## src/rtl/pcs_deskew_pkg.sv

```systemverilog
// Shared definitions for the PCS lane-deskew sequencer.
package pcs_deskew_pkg;

  localparam int DEF_N_LANES  = 20;
  localparam int DEF_MAX_SKEW = 16;

  // state | meaning
  // IDLE       | disabled or some lane out of AM lock
  // WAIT_FIRST | FIFOs filling, waiting for the earliest AM
  // COUNT      | timing the remaining lanes' AMs
  // SET        | per-lane delays presented, load strobe held
  // LOCKED     | lanes aligned, FIFOs streaming
  typedef enum logic [2:0] {
    IDLE,
    WAIT_FIRST,
    COUNT,
    SET,
    LOCKED
  } state_t;

  function automatic int delay_lsb(input int lane, input int nb);
    return lane * nb;
  endfunction

endpackage

```

## src/rtl/deskew_lane_capture.sv

```systemverilog
// One lane's AM arrival time plus a seen flag; only the first arrival is kept.
module deskew_lane_capture #(
  parameter int NB_DELAY_COUNT = 4
) (
  input  logic                      clock,
  input  logic                      reset,
  input  logic                      clear,
  input  logic                      capture,
  input  logic [NB_DELAY_COUNT-1:0] count,
  output logic [NB_DELAY_COUNT-1:0] arrival,
  output logic                      seen
);

  always_ff @(posedge clock) begin
    if (reset || clear) begin
      arrival <= '0;
      seen    <= 1'b0;
    end else if (capture && !seen) begin
      arrival <= count;
      seen    <= 1'b1;
    end
  end

endmodule

```

## src/rtl/deskew_ctrl.sv

```systemverilog
// Lane-deskew sequencer: times each lane's AM, loads per-lane FIFO delays,
// then holds the aligned state until any lane loses AM lock.
module deskew_ctrl
  import pcs_deskew_pkg::*;
#(
  parameter int N_LANES        = DEF_N_LANES,
  parameter int MAX_SKEW       = DEF_MAX_SKEW,
  parameter int NB_DELAY_COUNT = $clog2(MAX_SKEW)
) (
  input  logic                              i_clock,
  input  logic                              i_reset,
  input  logic                              i_valid,
  input  logic                              i_enable,
  input  logic [N_LANES-1:0]                i_am_lock,
  input  logic [N_LANES-1:0]                i_am_start,
  output logic                              o_fifo_write_enb,
  output logic                              o_fifo_read_enb,
  output logic                              o_set_fifo_delay,
  output logic [N_LANES*NB_DELAY_COUNT-1:0] o_fifo_delay,
  output logic                              o_deskew_done,
  output logic                              o_invalid_skew
);

  localparam logic [NB_DELAY_COUNT-1:0] COUNT_LAST = NB_DELAY_COUNT'(MAX_SKEW - 1);

  state_t                              state, state_next;
  logic [NB_DELAY_COUNT-1:0]           count, count_next;
  logic [N_LANES-1:0]                  seen;
  logic [NB_DELAY_COUNT-1:0]           arrival [N_LANES];
  logic                                abort;
  logic                                clear_capture;
  logic                                capture_window;
  logic                                all_seen;
  logic                                load_delay;
  logic [N_LANES*NB_DELAY_COUNT-1:0]   delay_next;

  genvar g;
  generate
    for (g = 0; g < N_LANES; g++) begin : g_lane
      deskew_lane_capture #(
        .NB_DELAY_COUNT(NB_DELAY_COUNT)
      ) u_capture (
        .clock  (i_clock),
        .reset  (i_reset),
        .clear  (clear_capture),
        .capture(capture_window && i_am_start[g] && !abort),
        .count  (count),
        .arrival(arrival[g]),
        .seen   (seen[g])
      );
    end
  endgenerate

  always_comb begin
    abort          = !i_enable || !(&i_am_lock);
    capture_window = i_valid && (state == WAIT_FIRST || state == COUNT);
    all_seen       = &(seen | i_am_start);
    state_next     = state;
    count_next     = count;
    clear_capture  = (state == IDLE);
    o_invalid_skew = 1'b0;

    if (abort) begin
      state_next    = IDLE;
      count_next    = '0;
      clear_capture = 1'b1;
    end else if (i_valid) begin
      case (state)
        IDLE: state_next = WAIT_FIRST;
        WAIT_FIRST: begin
          if (|i_am_start) begin
            count_next = NB_DELAY_COUNT'(1);
            state_next = (&i_am_start) ? SET : COUNT;
          end
        end
        COUNT: begin
          if (all_seen) begin
            state_next = SET;
          end else if (count == COUNT_LAST) begin
            o_invalid_skew = 1'b1;
            clear_capture  = 1'b1;
            count_next     = '0;
            state_next     = WAIT_FIRST;
          end else begin
            count_next = count + NB_DELAY_COUNT'(1);
          end
        end
        SET:     state_next = LOCKED;
        default: state_next = state;
      endcase
    end
  end

  // Delays are taken from the live count on the completing cycle; a lane
  // arriving in that same cycle is not yet seen and gets delay 0.
  always_comb begin
    delay_next = '0;
    for (int k = 0; k < N_LANES; k++) begin
      delay_next[delay_lsb(k, NB_DELAY_COUNT) +: NB_DELAY_COUNT] =
        seen[k] ? (count - arrival[k]) : '0;
    end
  end

  assign load_delay = (state_next == SET) && (state != SET);

  always_ff @(posedge i_clock) begin
    if (i_reset) begin
      state        <= IDLE;
      count        <= '0;
      o_fifo_delay <= '0;
    end else begin
      state <= state_next;
      count <= count_next;
      if (load_delay) o_fifo_delay <= delay_next;
    end
  end

  assign o_fifo_write_enb = (state != IDLE);
  assign o_fifo_read_enb  = (state == LOCKED);
  assign o_set_fifo_delay = (state == SET);
  assign o_deskew_done    = (state == LOCKED);

endmodule

```

## config.mk

```make
export PLATFORM = sky130hd
export DESIGN_NAME = deskew_ctrl
export DESIGN_NICKNAME = d
export VERILOG_FILES = /design/src/rtl/pcs_deskew_pkg.sv /design/src/rtl/deskew_lane_capture.sv /design/src/rtl/deskew_ctrl.sv
export SDC_FILE = /design/constraint.sdc
export NUM_CORES = 1
export LEC_CHECK = 0
export ABC_AREA = 1
export BUFFER_PORTS_ARGS = -buffer_cell sky130_fd_sc_hd__buf_2
export CORE_MARGIN = 10
export CORE_UTILIZATION = 59
export CTS_BUF_LIST = sky130_fd_sc_hd__clkbuf_16
export DETAILED_ROUTE_END_ITERATION = 16
export GPL_TIMING_DRIVEN = 0
export PLACE_DENSITY = 0.81
export SLEW_MARGIN = 20
export SYNTH_ARGS = -nofsm -noshare
export SYNTH_HDL_FRONTEND = slang
export SYNTH_SLANG_ARGS = --single-unit
```

## constraint.sdc

```tcl
create_clock -name i_clock -period 3.7 [get_ports i_clock]
set_input_delay 0.37 -clock i_clock [delete_from_list [all_inputs] [get_ports i_clock]]
set_output_delay 0.37 -clock i_clock [all_outputs]
set_load 0.03 [all_outputs]
```

==> impl_results.md <==
- Status: finished, final reports clean
- CP Capture Type: register
- Worst hold slack across all endpoints: 0.120 ns
- Maximum clock frequency: 0.273 GHz
- Average wire per standard cell: 16.3 µm
- Worst supply voltage drop on vdd: 0.323 mV
- Die Footprint: 0.0235 mm²
- Detailed-route DRC error count: 0
- Final setup viols: 0
- Post-DP Area: 0.0114 mm²
- Fraction of final layout cells sized beyond drive strength 1: 17.8%
- Largest buffer count on any clock path: 2
- Area inside the core boundary: 0.0174 mm²
- Final Util: 69.1%
- Mean post-synth cell area: 7.07 µm²
- Distinct cells, synth: 29
- Starting density of the core: 60.5%
- Number of optimization iterations in the first detailed-route pass: 6
- Synth Warn #: 0
- Routed Antenna Nets: 0
- Global-route wire length before repair: 48100 µm
- Pin count of the biggest net entering global routing: 27
- Violation count after the first detailed-routing iteration: 1033
- Number of top-level design ports: 129
- Max-capacitance violation count: 0
- Number of clock sinks seen by CTS: 187
- Vias in the first global route: 9481
- Floorplan row count: 48
- Final total negative setup slack: 0 ns
- Final Critical Period: 3.66 ns
- Clock slew at reported path FFs: 0.07 ns
- TritonCTS buffer count: 17
- Setup Buffers After CTS: 0
- Count of pins over their slew limit: 0
- GRT Overall Usage: 25.0%
- Placed cell count: 1836
- Pwr/cell area: 323 mW/mm²
- Required time reported for the critical path endpoint: 4.08 ns
- TritonCTS clock tree: built
- Vias: 10100
- Quantity of gates resized following cts: 0
- Kind of start point of the critical path: register
- Flop and latch count out of synthesis: 187
- Post-synthesis cell area: 0.0105 mm²
- Part of the Yosys area used for sequential elements: 35.6%
- Post-detail-place hpwl: 22300 µm
- Number of hold-repair buffers added at the cts stage: 0
- Insertion delay of the later-clocked pin in the worst-skew pair: 0.45 ns
- Area contributors post-synth: dfxtp_1 36%, nand2_1 12%, nor2_1 8.3%
- Final global-route overflow total: 0
- Headroom to the max-slew limit: 42.6%
- Kind of critical path: reg -> reg
- Post-Synthesis Net Count: 1611
- Post-route fraction of the period consumed by the critical path: 99.0%
- IO Port Bufs: 124
- Area leader, netlist: dfxtp_1
- Count of placed standard cells in the final layout, fillers left out: 1871
- Cell-by-cell listing of the critical path: clkbuf_1 > clkinvlp_4 > ha_1 > fa_1 > or2_2 > nand4_1 > nand2_1 > nor2_1
- RSZ-0062 raised after global routing: no
- Share of the synthesized area in the top cell type: 35.6%
- Worst path slowest cell: clkinvlp_4
- Tightest Hold Check Type: in -> reg
- Maximum level of the CTS H-tree: 4
- Root buffer cell: clkbuf_16
- Area added between synthesis and finish: 14.1%
- Setup slack at placement: 0.347 ns
- Transition at the pin with the smallest max-transition slack: 0.862 ns
- Die height: 153 µm
- Min setup slack post-route: 0.0375 ns
- WL final: 30500 µm
- Antenna violations before repair: 4
- Post-detailed-route via-to-cell ratio: 5.39
- Width of the chip: 153 µm
- Leakage: 5.44 nW
- Final Wtd Congestion: 1.01
- Post-route total power: 3.87 mW
- Gate count of the mapped netlist: 1486
- Top fanout value on the critical path: 21
- Final design area excluding fillers: 0.0120 mm²
- Skew final: 0.0113 ns
- Data arrival time of the worst path: 4.04 ns
- Post-layout net count: 1755
- Crit-path max cell delay: 0.85 ns
- Number of hold violations in the final report: 0
## layout make-up
class | count | area, µm²
clock buffers | 17 | 425
well taps | 225 | 282
clock inverters | 15 | 124
inverters | 165 | 623
multi-input cells | 1069 | 5800
fillers | 1547 | 5370
plain buffers | 65 | 337
flip-flops and latches | 187 | 3750
repair buffers | 125 | 641
diodes | 3 | 7.51
## path summary, 6_finish.rpt
check	from	to	slack, ns	cells past startpoint
worst max-delay path	count[0]	o_fifo_delay[33]	0.04	8
worst min register to register	g_lane[14].u_capture.arrival[2]	g_lane[14].u_capture.arrival[2]	0.47	2
worst min-delay path	i_reset	state[0]	0.12	2
worst max register to register	count[0]	o_fifo_delay[33]	0.04	8
## worst max-delay path: cells and delay by family (launching register included)
| kind | cells | cell delay [ns] |
|---|---|---|
| and+or+nand+nor | 4 | 0.64 |
| adders and majority gates | 2 | 0.93 |
| DFF | 1 | 0.51 |
| buffers and inverters | 2 | 1.49 |
## metal layers
metal	track usage, %	part of all wire (%)	wire length, µm	vias to the layer above
li1	-	-	-	4975
met1	31.3	42	12800	4636
met2	41.4	47	14400	408
met3	5.02	7.7	2370	70
met4	10.2	3.1	952	0
met5	0	0	0	-
## power breakdown
part	switching (mW)	internal, mW	leakage (nW)
sequential	0.00000000371	2.01	1.51
combinational	0.0666	0.0314	3.66
clock	0.882	0.883	0.271
## cell families (layout without fill, tap and decap cells)
group	Yosys count	count (layout)	synth area share, %
DFF	187	187	35.6
buffers and inverters	230	387	9.10
other	0	3	0
adders and majority gates	81	81	11.1
and+or+nand+nor	774	774	31.8
xor gates and xnor gates	58	58	4.84
AOI/OAI and AO/OA	156	156	7.58
## synth_stat cells
library cell and n:
nor3_1 20, o211a_1 1, nand4_1 35, buf_1 2, nand2_4 1, nand2_1 323
clkbuf_1 28, ha_1 61, nor2_1 233, a21boi_0 1, xor2_1 56, o21a_1 3
buf_6 7, xnor2_1 2, nand3b_1 1, nand3_4 1, nor2_2 57, or2_2 12
nand3_1 89, buf_4 2, fa_1 20, a21oi_1 126, buf_2 26, o21ai_0 25
inv_2 25, nand3_2 1, nand2_2 1, dfxtp_1 187, inv_1 140
## placed cells by master (no fill, tap or decap), types with 12 or more instances in the layout
master and n:
a21oi_1 126, buf_2 150, clkbuf_1 28, clkbuf_16 17, dfxtp_1 185, fa_1 20
ha_1 61, inv_1 138, inv_2 26, nand2_1 323, nand3_1 89, nand4_1 35
nor2_1 233, nor2_2 57, nor3_1 20, o21ai_0 25, or2_2 12, xor2_1 56
## sequential cells by signal (all words and copies together), names as in the netlist
register,count
count,4
g_lane.u_capture.seen,20
g_lane.u_capture.arrival,80
o_fifo_delay,80
state,3
No activity file was read; power rests on OpenSTA's default activity.
